===== config.mk =====
export PLATFORM = sky130hd
export DESIGN_NAME = mem_port_arbiter
export DESIGN_NICKNAME = d
export VERILOG_FILES = /design/src/rtl/mem_port_arbiter.sv
export SDC_FILE = /design/constraint.sdc
export NUM_CORES = 1
export LEC_CHECK = 0
export ABC_AREA = 1
export CAP_MARGIN = 40
export CELL_PAD_IN_SITES_DETAIL_PLACEMENT = 1
export CELL_PAD_IN_SITES_GLOBAL_PLACEMENT = 1
export CORE_MARGIN = 2
export CORE_UTILIZATION = 30
export DETAILED_ROUTE_END_ITERATION = 7
export GPL_ROUTABILITY_DRIVEN = 0
export GPL_TIMING_DRIVEN = 0
export PLACE_DENSITY_LB_ADDON = 0.12
export SLEW_MARGIN = 10
export SYNTH_ARGS = -nofsm -noshare
export SYNTH_HDL_FRONTEND = slang
export SYNTH_SLANG_ARGS = --single-unit

===== constraint.sdc =====
create_clock -name CLK -period 6.8 [get_ports CLK]
set_input_delay 2.04 -clock CLK [delete_from_list [all_inputs] [get_ports CLK]]
set_output_delay 2.04 -clock CLK [all_outputs]
set_load 0.05 [all_outputs]

===== src/rtl/mem_port_arbiter.sv =====
// Arbitrates one single-ported memory between a fetch port and a data port.
// Data accesses win unless MAX_DSTREAK data grants in a row have kept a fetch
// waiting; the MEM_ARB_TIMEOUT_EN macro adds a memory-ack watchdog and a sticky ERR flag.
module mem_port_arbiter #(
  parameter int AW          = 30,
  parameter int DW          = 32,
  parameter int MAX_DSTREAK = 4,
  parameter int TIMEOUT     = 16
) (
  input  logic          CLK,
  input  logic          RST,
  input  logic          IREQ,
  input  logic [AW-1:0] IADDR,
  output logic          IACK,
  output logic [DW-1:0] IRDATA,
  input  logic          DREQ,
  input  logic          DRW,
  input  logic [AW-1:0] DADDR,
  input  logic [DW-1:0] DWDATA,
  output logic          DACK,
  output logic [DW-1:0] DRDATA,
  output logic          MREQ,
  output logic          MRW,
  output logic [AW-1:0] MADDR,
  output logic [DW-1:0] MWDATA,
  input  logic [DW-1:0] MRDATA,
  input  logic          MACK,
  output logic          ERR,
  output logic [1:0]    dbg_state
);

  localparam int SW = $clog2(MAX_DSTREAK + 1);

  if (MAX_DSTREAK < 1 || TIMEOUT < 1) begin : g_param_check
    $error("mem_port_arbiter: MAX_DSTREAK and TIMEOUT must both be at least 1");
  end

  typedef enum logic [1:0] {
    IDLE = 2'd0,
    IBUS = 2'd1,
    DBUS = 2'd2,
    RESP = 2'd3
  } state_t;

  state_t          state_q,   state_d;
  logic [SW-1:0]   dstreak_q, dstreak_d;
  logic            mreq_q,    mreq_d;
  logic            mrw_q,     mrw_d;
  logic [AW-1:0]   maddr_q,   maddr_d;
  logic [DW-1:0]   mwdata_q,  mwdata_d;
  logic            iack_q,    iack_d;
  logic            dack_q,    dack_d;
  logic [DW-1:0]   irdata_q,  irdata_d;
  logic [DW-1:0]   drdata_q,  drdata_d;
  logic            cap_reached;
  logic            bus_done;
  logic [DW-1:0]   bus_rdata;

`ifdef MEM_ARB_TIMEOUT_EN
  localparam int TW = $clog2(TIMEOUT + 1);
  logic [TW-1:0]   wait_q,    wait_d;
  logic            err_q,     err_d;
  logic            timed_out;

  // Expires after TIMEOUT consecutive cycles of MACK low.
  assign timed_out = !MACK && (wait_q == TW'(TIMEOUT - 1));
  assign bus_done  = MACK || timed_out;
  assign bus_rdata = MACK ? MRDATA : '0;
`else
  assign bus_done  = MACK;
  assign bus_rdata = MRDATA;
`endif

  assign cap_reached = (dstreak_q == SW'(MAX_DSTREAK));

  always_comb begin
    state_d   = state_q;
    dstreak_d = dstreak_q;
    mreq_d    = mreq_q;
    mrw_d     = mrw_q;
    maddr_d   = maddr_q;
    mwdata_d  = mwdata_q;
    iack_d    = 1'b0;
    dack_d    = 1'b0;
    irdata_d  = irdata_q;
    drdata_d  = drdata_q;
`ifdef MEM_ARB_TIMEOUT_EN
    wait_d    = wait_q;
    err_d     = err_q;
`endif
    case (state_q)
      IDLE: begin
`ifdef MEM_ARB_TIMEOUT_EN
        wait_d = '0;
`endif
        if (DREQ && !(IREQ && cap_reached)) begin
          state_d  = DBUS;
          mreq_d   = 1'b1;
          mrw_d    = DRW;
          maddr_d  = DADDR;
          mwdata_d = DWDATA;
          // This branch is only taken below the cap, so the increment saturates.
          if (IREQ) begin
            dstreak_d = dstreak_q + SW'(1);
          end
        end else if (IREQ) begin
          state_d   = IBUS;
          mreq_d    = 1'b1;
          mrw_d     = 1'b0;
          maddr_d   = IADDR;
          mwdata_d  = '0;
          dstreak_d = '0;
        end
      end
      IBUS, DBUS: begin
        if (bus_done) begin
          mreq_d  = 1'b0;
          state_d = RESP;
          if (state_q == IBUS) begin
            iack_d   = 1'b1;
            irdata_d = bus_rdata;
          end else begin
            dack_d = 1'b1;
            if (!mrw_q) begin
              drdata_d = bus_rdata;
            end
          end
        end
`ifdef MEM_ARB_TIMEOUT_EN
        if (timed_out) begin
          err_d = 1'b1;
        end else if (!MACK) begin
          wait_d = wait_q + TW'(1);
        end
`endif
      end
      RESP: begin
        state_d = IDLE;
      end
      default: begin
        state_d = IDLE;
      end
    endcase
  end

  always_ff @(posedge CLK or posedge RST) begin
    if (RST) begin
      state_q   <= IDLE;
      dstreak_q <= '0;
      mreq_q    <= 1'b0;
      mrw_q     <= 1'b0;
      maddr_q   <= '0;
      mwdata_q  <= '0;
      iack_q    <= 1'b0;
      dack_q    <= 1'b0;
      irdata_q  <= '0;
      drdata_q  <= '0;
`ifdef MEM_ARB_TIMEOUT_EN
      wait_q    <= '0;
      err_q     <= 1'b0;
`endif
    end else begin
      state_q   <= state_d;
      dstreak_q <= dstreak_d;
      mreq_q    <= mreq_d;
      mrw_q     <= mrw_d;
      maddr_q   <= maddr_d;
      mwdata_q  <= mwdata_d;
      iack_q    <= iack_d;
      dack_q    <= dack_d;
      irdata_q  <= irdata_d;
      drdata_q  <= drdata_d;
`ifdef MEM_ARB_TIMEOUT_EN
      wait_q    <= wait_d;
      err_q     <= err_d;
`endif
    end
  end

  assign MREQ      = mreq_q;
  assign MRW       = mrw_q;
  assign MADDR     = maddr_q;
  assign MWDATA    = mwdata_q;
  assign IACK      = iack_q;
  assign DACK      = dack_q;
  assign IRDATA    = irdata_q;
  assign DRDATA    = drdata_q;
  assign dbg_state = state_q;
`ifdef MEM_ARB_TIMEOUT_EN
  assign ERR       = err_q;
`else
  assign ERR       = 1'b0;
`endif

endmodule


== Yosys cells after proc, flatten, opt, wreduce, memory -nomap -nowiden ==
Cells that the tools add are included.

* Equality and inequality tests: 6
* Bitwise gates (word level): 2
* Reductions and logical operators: 13
* Divide/modulo/power cells: 0
* Shifts and indexed selects: 0
* $lt $le $gt $ge: 0
* Add/sub/neg operators: 1
* Muxes and demuxes: 23
* Multiply operators: 0

{| class="wikitable"
|+ Operator list
! kind !! number
|-
| 2-to-1 mux 32 bit || 2
|-
| 2-to-1 mux 30 bit || 2
|-
| 2-to-1 mux 1 bit || 11
|-
| 2-to-1 mux 3 bit || 3
|-
| 2-to-1 mux 2 bit || 3
|-
| one-hot mux 2 bit (3 select lines) || 1
|-
| AND reduction 2 bit || 3
|-
| AND reduction 3 bit || 2
|-
| equality test 2 bit, second input constant || 2
|-
| AND reduction 4 bit || 1
|-
| nonzero test 2 bit || 2
|-
| adder 3 x 1 -> 3 bit, second input constant || 1
|-
| equality test 3 bit, second input constant || 1
|-
| != test 3 bit, second input constant || 1
|-
| equality test 2 x 1 -> 1 bit, second input constant || 1
|-
| logical AND 1 bit || 2
|-
| zero test 2 bit || 1
|-
| != test 2 bit, second input constant || 1
|-
| inverter 1 bit || 2
|-
| one-hot mux 1 bit (2 select lines) || 1
|-
| OR reduction 2 bit || 1
|-
| zero test 1 bit || 1
|}

* RAM bits: 0
* Memory bits (read-only): 0
* Flip-flop bits (word level): 135
* Memories: 0
* Logic and storage cells: 55
* Bits in latches: 0

== Longest topological paths before layout ==
Gate-level depths: netlist (run 1).

* Depth in word-level cells: 6
* Gate-level depth with buffers: 8
* Mapped depth without buffers: 8

== Worst setup path after synthesis (run 1) ==
No wires, ideal clock.

* Path type: input to register
* Start point: input DREQ
* End point: register maddr_q[0] (netlist: MADDR[0])
* Data required time: 6.682 ns
* Stages on the path: 7
* Arrival time: 2.737 ns
* Library setup time: 0.118 ns
* Path slack: 3.945 ns
* Buffers on the path: 2
* Cell sequence: buf_4 -> inv_2 -> a21oi_2 -> inv_2 -> buf_2 -> nand2_1 -> nand2_1

* Cells in the longest elaborated chain, start to end: 3
* Elaborated cells on any way between the ends: 4
* Those cells by class: 1 x mux; 3 x reduce/logical

{| class="wikitable"
|+ RTL lines
! element !! RTL line !! text
|-
| from (decl) || 16 || <nowiki>input logic DREQ,</nowiki>
|-
| logical AND 1 bit (*) || 96 || <nowiki>if (DREQ && !(IREQ && cap_reached)) begin</nowiki>
|-
| nonzero test 2 bit (no source line) || - ||
|-
| AND reduction 2 bit (no source line) || - ||
|-
| to (signal assigned) || 167 || <nowiki>maddr_q <= maddr_d;</nowiki>
|-
| to (decl) || 49 || <nowiki>logic [AW-1:0] maddr_q, maddr_d;</nowiki>
|}

Mark *: on every way between the ends. The rest lies on a longest branch, timed or not.
A chain may end at the register's enable or synchronous reset.

== Final worst setup path (run 1) ==
* Start point: register state_q[0] (netlist: dbg_state[0])
* End point: output dbg_state[0]

{| class="wikitable"
|+ RTL lines
! element !! RTL line !! text
|-
| from (decl) || 45 || <nowiki>state_t state_q, state_d;</nowiki>
|-
| from (signal assigned) || 163 || <nowiki>state_q <= state_d;</nowiki>
|-
| to (decl) || 29 || <nowiki>output logic [1:0] dbg_state</nowiki>
|}

No word-level cell between the ends.

==> results of run 1 <==
## cell usage after synthesis (all sizes together)
library cell / number
nand2: 274
dfrtp: 135
inv: 77
o21ai: 67
nand3: 34
nand3b: 30
buf: 25
clkbuf: 11
ha: 5
nor2: 2
a21oi: 1
conb: 1
nand4: 1
o22ai: 1
or2: 1
xor2: 1
## cell families after synthesis
kind of cell             share of synthesized area, %
AND/OR/NAND/NOR                                  25.5
XOR/XNOR                                        0.153
other                                          0.0654
buffers and inverters                            8.18
AO/OA/AOI/OAI                                    6.11
adder cells (fa/ha/maj)                          1.09
flip-flops                                       58.9
## power breakdown
group,switching [mW],total (mW),leakage [nW],internal [mW]
Clock,0.366,0.947,0.299,0.581
Combinational,2.03,2.96,2.56,0.930
Sequential,0.197,1.37,1.69,1.18
Total,2.59,5.28,4.55,2.69
## cell type report
type	count	area share [%]
multi-input cells	418	20.4
well taps	234	3.16
clock buffers	18	4.63
plain buffers	36	1.94
flip-flops and latches	135	36.4
clock inverters	14	1.89
repair buffers	261	28.4
inverters	77	3.20
## routing by layer
layer  vias up  global-route usage [%]
li1       2610                       -
met5         -                       0
met3        24                    7.20
met1      2594                    24.0
met4         0                    5.95
met2       167                    31.6
## stage by stage
stage / area, µm² / cells / setup WS (ns) / setup TNS (ns)
floorplan: 5740 / 666 / 1.15 / 0
global placement: 8630 / 1160 / -1.17 / -157.14
detailed placement: 8670 / 1161 / 3.16 / 0
CTS: 9270 / 1193 / 3.06 / 0
global route: 9270 / 1193 / 3.03 / 0
finish: 9270 / 1193 / 3.09 / 0
## state kept, by name, summed over array words and instances, names as in the netlist
| name | count |
|---|---|
| dstreak_q | 3 |
| dbg_state | 2 |
| MADDR | 30 |
| DRDATA | 32 |
| MRW | 1 |
| DACK | 1 |
| MWDATA | 32 |
| IACK | 1 |
| MREQ | 1 |
| IRDATA | 32 |
## how the worst max path moves through the flow
| stage | depth (start not counted) | end | slack [ns] |
|---|---|---|---|
| global route | 1 | dbg_state[0] | 3.03 |
| floorplan | 1 | DACK | 1.15 |
| detailed placement | 6 | IRDATA[24] | 3.16 |
| global placement | 2 | MADDR[3] | -1.17 |
| CTS | 1 | dbg_state[0] | 3.06 |
| finish | 1 | dbg_state[0] | 3.09 |
==> out/metrics.csv, run 1 <==
metric,value,unit
outcome,completed,
cts.clk_slew.worst_paths,0.06,ns
worstRegToRegCells,7,
synth-seq-cells,135,
drive_gt1_share,7.19,%
criticalPathCategory,register to output port,
grt_max_degree,94,
cts_resized,0,
met1_length,8390,µm
die_h,142,µm
multi_input_area,0.00189,mm²
ir_worst_vdd,250,µV
synth_area,0.00574,mm²
wirelength,19400,µm
p_leak,4.55,nW
synthCells,666,
setup_viol,0,
period_needed,3.71,ns
finalCritPeriodShare,54.6,%
dr_wl_met3,1700,µm
htreeDepth,4,
cts_root_buf,clkbuf_16,
dieArea,0.0202,mm²
r2r_slack,5.07,ns
arrival,1.67,ns
placementRows,50,
path_buf_inv,1,
hold_violations,0,
antenna_found_initial,0,
vias_per_cell,4.52,
syn_nets,801,
hp-start,MADDR[18],
worstSkewPairLatency,0.41,ns
start_util,30.7,%
nFillCells,2190,
drv_cap,0,
hp-class,register to register,
io-pin-count,263,
clockBufferDepth,2,
first_iter_violations,166,
ys_seq_area_share,58.9,%
avgSynthCellArea,8.61,µm²
layout.nets,1081,
synth_top_area_cell,dfrtp_1,
crit_slowest_cell,clkdlybuf4s50_1,
synth_area_leaders,"dfrtp_1 59%, nand2_1 18%, inv_1 4.8%",
ys.warnings.count,0,
clkSinkCount,135,
crit_start,dbg_state[0],
vias,5395,
gr-total-overflow,0,
top_layer,met4,
ant_nets,0,
critPathMaxFanout,4,
cpPeakStageDelay,0.87,ns
syn_to_final_growth,61.6,%
seq_area,0.00338,mm²
layout_commonest_cell,nand2_1,
power.density,569,mW/mm²
mostFrequentLayoutCells,"272 x nand2_1, 260 x clkdlybuf4s50_1, 135 x dfrtp_1",
drc,0,
fin_hold_ws,0.475,ns
core-area,0.0187,mm²
slew_headroom,61.4,%
fmax,270,MHz
worstHoldPathCells,2,
path_cells,clkdlybuf4s50_1,
dr.pass1.iters,4,
port_buffers,260,
synth_top_area_share,58.9,%
wl_per_cell,16.3,µm
die_w,142,µm
hpwl,14300,µm
start_kind,register,
r2r_start,dbg_state[1],
r2r_end,IRDATA[19],
cts_tree,done,
synth.distinct_cells,23,
end_kind,output port,
maxSlewViolCount,0,
worst-endpoint-required,4.76,ns
hold_end,MADDR[18],
grt_pass1_wl,30600,µm
grt_pass1_vias,5711,
routed-wl-met2,8930,µm
worst_pin_slew,0.577,ns
cts_inserted_buffers,17,
path_delay_family,buffers and inverters,
num_antenna_cells,0,
p_total,5.28,mW
cts_hold_buffers,0,
fin_worst_skew,0.00866,ns
cts_setup_buffers,0,
rsz0062_at_grt,false,
grt_use_total,19.4,%
final_core_util,49.6,%
Note: power is estimated with default switching activity, not from simulation.
==> run 2, diff against run 1 <==
--- a/config.mk
+++ b/config.mk
@@ -10,7 +10,7 @@
 export CELL_PAD_IN_SITES_DETAIL_PLACEMENT = 1
 export CELL_PAD_IN_SITES_GLOBAL_PLACEMENT = 1
 export CORE_MARGIN = 2
-export CORE_UTILIZATION = 30
+export CORE_UTILIZATION = 27
 export DETAILED_ROUTE_END_ITERATION = 7
 export GPL_ROUTABILITY_DRIVEN = 0
 export GPL_TIMING_DRIVEN = 0
==> constraint.sdc (replaced) <==
create_clock -name CLK -period 3.2 [get_ports CLK]
set_input_delay 0.96 -clock CLK [delete_from_list [all_inputs] [get_ports CLK]]
set_output_delay 0.96 -clock CLK [all_outputs]
set_load 0.05 [all_outputs]
==> run 2 against run 1 <==
Net effect: die area grew 11%; global-route usage fell by 1.7 points; clock-buffer cell count unchanged; non-clock buffer count rose by 3; total power rose by 110%; largest cell class unchanged.
==> out/metrics.csv, run 2 (synthesized netlist as in run 1, its figures left out) <==
metric,value,unit
worst_pin_slew,0.585,ns
power.density,1200,mW/mm²
drc,0,
worstSkewPairLatency,0.43,ns
wl_per_cell,15.6,µm
ant_nets,0,
clockBufferDepth,2,
cts_root_buf,clkbuf_16,
p_sw_share,49.1,%
p_leak,4.57,nW
antenna_found_initial,1,
worst-endpoint-required,2.24,ns
hold_violations,0,
io-pin-count,263,
dp_slack,0.637,ns
finalCritPeriodShare,83.1,%
fin_ws,0.539,ns
combPwrFrac,55.6,%
grt_pass1_vias,5561,
cts_inserted_buffers,17,
vias_per_cell,4.29,
path_cells,clkdlybuf4s50_1,
cts_hold_buffers,0,
slew_headroom,60.9,%
htreeDepth,4,
maxSlewViolCount,0,
p_seq_share,25.8,%
core-area,0.0210,mm²
placementRows,53,
crit_slowest_cell,clkdlybuf4s50_1,
cts_tree,done,
clkPwrFrac,18.5,%
end_kind,output port,
cts_resized,0,
die_w,150,µm
drv_cap,0,
cts_setup_buffers,0,
arrival,1.70,ns
die_h,150,µm
vias,5317,
syn_to_final_growth,63.8,%
nFillCells,2437,
criticalPathCategory,register to output port,
cpPeakStageDelay,0.88,ns
power.switching,5.54,mW
setup_viol,0,
fin_worst_skew,0.0161,ns
path_buf_inv,1,
grt_max_degree,36,
start_kind,register,
drive_gt1_share,7.59,%
clkSinkCount,135,
rsz0062_at_grt,false,
layout_commonest_cell,nand2_1,
final_core_util,44.8,%
outcome,completed,
first_iter_violations,179,
cellInternalPower,5.75,mW
dr.pass1.iters,6,
period_needed,2.66,ns
grt_pass1_wl,30600,µm
cts.clk_slew.worst_paths,0.06,ns
hp-class,register to register,
mostFrequentLayoutCells,"272 x nand2_1, 260 x clkdlybuf4s50_1, 135 x dfrtp_1",
wirelength,19300,µm
hpwl,14400,µm
fmax,376,MHz
layout.nets,1084,
gr-total-overflow,0,
grt_use_total,17.7,%
critPathMaxFanout,4,
dieArea,0.0224,mm²
path_delay_family,buffers and inverters,
ir_worst_vdd,546,µV
port_buffers,260,
fin_hold_ws,0.475,ns
start_util,27.4,%
run 2: changes by cell type in the layout (fill, tap and decap cells not counted):
| cell | delta |
|---|---|
| buf_12 | +4 |
| buf_16 | -1 |
| clkbuf_1 | -1 |
| clkbuf_8 | +1 |
| clkinv_2 | -2 |
| clkinv_4 | -4 |
| clkinvlp_4 | +3 |
| diode_2 | +1 |
| inv_6 | +1 |
| inv_8 | +2 |
run 2: per-stage QoR:
stage	setup TNS, ns	instances	cell area [µm²]	power, mW
after floorplan	0	666	5740	6.93
after global placement	-125.52	1201	8690	9.22
after detailed placement	0	1205	8770	9.29
after CTS	0	1237	9390	11.4
after global routing	0	1237	9390	12.0
final	0	1238	9400	11.3
run 2: worst paths after layout:
check | start | to | slack (ns) | cells after the start
setup / recovery | dbg_state[0] | dbg_state[0] | 0.54 | 1
hold / removal | MWDATA[22] | MWDATA[22] | 0.48 | 2
setup reg to reg | dstreak_q[0] | MWDATA[13] | 1.47 | 8
hold reg to reg | MWDATA[22] | MWDATA[22] | 0.48 | 2
max in group asynchronous | RST | IRDATA[23] | 1.46 | 4
min in group asynchronous | RST | MADDR[26] | 0.97 | 2
run 2: cell type report:
cell class	count	area (µm²)	area share, %
Tap cell	275	344	3.66
Inverter	77	293	3.12
Multi-Input combinational cell	418	1890	20.1
Buffer	36	180	1.92
Clock buffer	18	439	4.67
Sequential cell	135	3380	36.0
Timing Repair Buffer	264	2680	28.5
Antenna cell	1	2.50	0.0266
Clock inverter	14	188	2.00
run 2: power by group through the flow:
| stage | Clock, mW | Combinational, mW | Sequential, mW |
|---|---|---|---|
| final | 2.09 | 6.28 | 2.92 |
| after global placement | 0 | 6.30 | 2.92 |
| after detailed placement | 0 | 6.35 | 2.94 |
| after global routing | 2.22 | 6.72 | 3.02 |
| after floorplan | 0 | 1.35 | 5.57 |
| after CTS | 2.15 | 6.37 | 2.93 |
run 2: per-layer routing:
| layer | track usage [%] | wire length (µm) |
|---|---|---|
| met1 | 22.8 | 8550 |
| met2 | 27.7 | 8800 |
| met3 | 6.86 | 1760 |
| met4 | 5.09 | 201 |
| met5 | 0 | 0 |
==> run 3, diff against run 2 <==
--- a/config.mk
+++ b/config.mk
@@ -10,7 +10,7 @@
 export CELL_PAD_IN_SITES_DETAIL_PLACEMENT = 1
 export CELL_PAD_IN_SITES_GLOBAL_PLACEMENT = 1
 export CORE_MARGIN = 2
-export CORE_UTILIZATION = 27
+export CORE_UTILIZATION = 30
 export DETAILED_ROUTE_END_ITERATION = 7
 export GPL_ROUTABILITY_DRIVEN = 0
 export GPL_TIMING_DRIVEN = 0
==> constraint.sdc (replaced) <==
create_clock -name CLK -period 2.5 [get_ports CLK]
set_input_delay 0.75 -clock CLK [delete_from_list [all_inputs] [get_ports CLK]]
set_output_delay 0.75 -clock CLK [all_outputs]
set_load 0.05 [all_outputs]
==> run 3 against run 2 <==
Net effect: global-route usage up 1.4 points; clock-buffer cell count unchanged; utilization up 5.2 points; critical path depth is the same; first-iteration DRC count decreased by 5.6%; clock skew down 0.0087 ns; sequential share of layout area up 0.16 points; largest power group unchanged.
==> out/metrics.csv, run 3 (synthesized netlist as in run 1, its figures left out) <==
metric,value,unit
final_core_util,50.0,%
vias,5364,
maxSlewViolCount,0,
power.switching,7.03,mW
crit_slowest_cell,clkdlybuf4s50_1,
dieArea,0.0202,mm²
grt_pass1_wl,29900,µm
worstHoldPathCells,2,
criticalPathCategory,register to output port,
r2r_slack,0.79,ns
grt_max_degree,36,
dr.pass1.iters,4,
mostFrequentLayoutCells,"272 x nand2_1, 259 x clkdlybuf4s50_1, 135 x dfrtp_1",
gr-total-overflow,0,
path_delay_family,buffers and inverters,
p_seq_share,25.8,%
place_inst,1164,
drive_gt1_share,7.59,%
multi_input_area,0.00189,mm²
outcome,completed,
num_antenna_cells,0,
rsz0062_at_grt,false,
dp_slack,0.180,ns
hp-class,register to register,
cts_tree,done,
slew_headroom,60.4,%
r2r_start,dbg_state[1],
wl_per_cell,15.9,µm
port_buffers,260,
die_h,142,µm
path_cells,clkdlybuf4s50_1,
grt_use_total,19.1,%
cts.clk_slew.worst_paths,0.06,ns
clkSinkCount,135,
crit_start,dbg_state[1],
grt_pass1_vias,5631,
hold_violations,0,
worstRegToRegCells,7,
p_leak,4.58,nW
worstSkewPairLatency,0.42,ns
finalCritPeriodShare,96.6,%
clockBufferDepth,2,
cts_inserted_buffers,17,
final_cells,1196,
cp.depth,1,
path_buf_inv,1,
arrival,1.66,ns
start_kind,register,
start_util,30.7,%
die_w,142,µm
wirelength,19000,µm
drc,0,
cpPeakStageDelay,0.86,ns
nFillCells,2189,
fmax,414,MHz
syn_to_final_growth,63.1,%
clkPwrFrac,18.7,%
cts_setup_buffers,0,
ir_worst_vdd,599,µV
vias_per_cell,4.48,
htreeDepth,4,
r2r_end,IRDATA[22],
fin_worst_skew,0.00738,ns
power.density,1550,mW/mm²
combPwrFrac,55.5,%
fin_hold_ws,0.480,ns
setup_viol,0,
fin_ws,0.0860,ns
cts_root_buf,clkbuf_16,
placementRows,50,
core-area,0.0187,mm²
layout.nets,1084,
cts_hold_buffers,0,
worst-endpoint-required,1.75,ns
first_iter_violations,169,
antenna_found_initial,0,
hold_end,IRDATA[1],
io-pin-count,263,
drv_cap,0,
worst_pin_slew,0.592,ns
critPathMaxFanout,3,
final.setup.tns,0,ns
cellInternalPower,7.44,mW
hpwl,14100,µm
seq_area,0.00338,mm²
end_kind,output port,
ant_nets,0,
layout_commonest_cell,nand2_1,
p_sw_share,48.6,%
period_needed,2.41,ns
hp-start,IRDATA[1],
[run 3: cell count changes in the layout (fill, tap and decap cells not counted), sizes merged]
cell / previous run / this run
inv: 82 / 78
dlymetal6s2s: 0 / 1
bufinv: 3 / 4
diode: 1 / 0
clkdlybuf4s50: 260 / 259
clkinv: 3 / 6
[run 3: metrics by stage]
stage / power (mW) / area [µm²]
6_report: 14.5 / 9360
5_1_grt: 15.3 / 9360
4_1_cts: 14.7 / 9350
3_5_place_dp: 11.9 / 8720
3_3_place_gp: 11.7 / 8640
2_1_floorplan: 8.87 / 5740
[run 3: worst max-delay path by stage]
stage,end
6_report,dbg_state[1]
5_1_grt,dbg_state[1]
4_1_cts,dbg_state[0]
3_5_place_dp,MWDATA[22]
3_3_place_gp,DRDATA[11]
2_1_floorplan,DACK
[run 3: timing repair]
action                     4_1_cts  5_1_grt
hold endpoints to repair         0        0
resized for setup                0        1
setup endpoints to repair        0        1
[run 3: layout make-up]
class,count,share of cell area (%)
timing repair buffer,264,28.7
buffer,36,1.93
multi-input combinational,418,20.2
inverter,77,3.13
clock inverter,14,2.11
sequential,135,36.1
clock buffer,18,4.69
tap,234,3.13
[run 3: per-layer routing]
layer  track usage [%]  up-vias  routed length [µm]
li1                  -     2619                   -
met1              23.5     2550                7990
met2              31.2      174                8920
met3              7.03       21                1760
met4              6.37        0                 315
met5                 0        -                   0
[run 3: power by group through the flow]
stage	clock network, mW	registers, mW	logic [mW]
finish	2.71	3.73	8.03
global route	2.87	3.85	8.56
CTS	2.78	3.75	8.14
detailed placement	0	3.77	8.10
global placement	0	3.73	8.01
floorplan	0	7.13	1.73
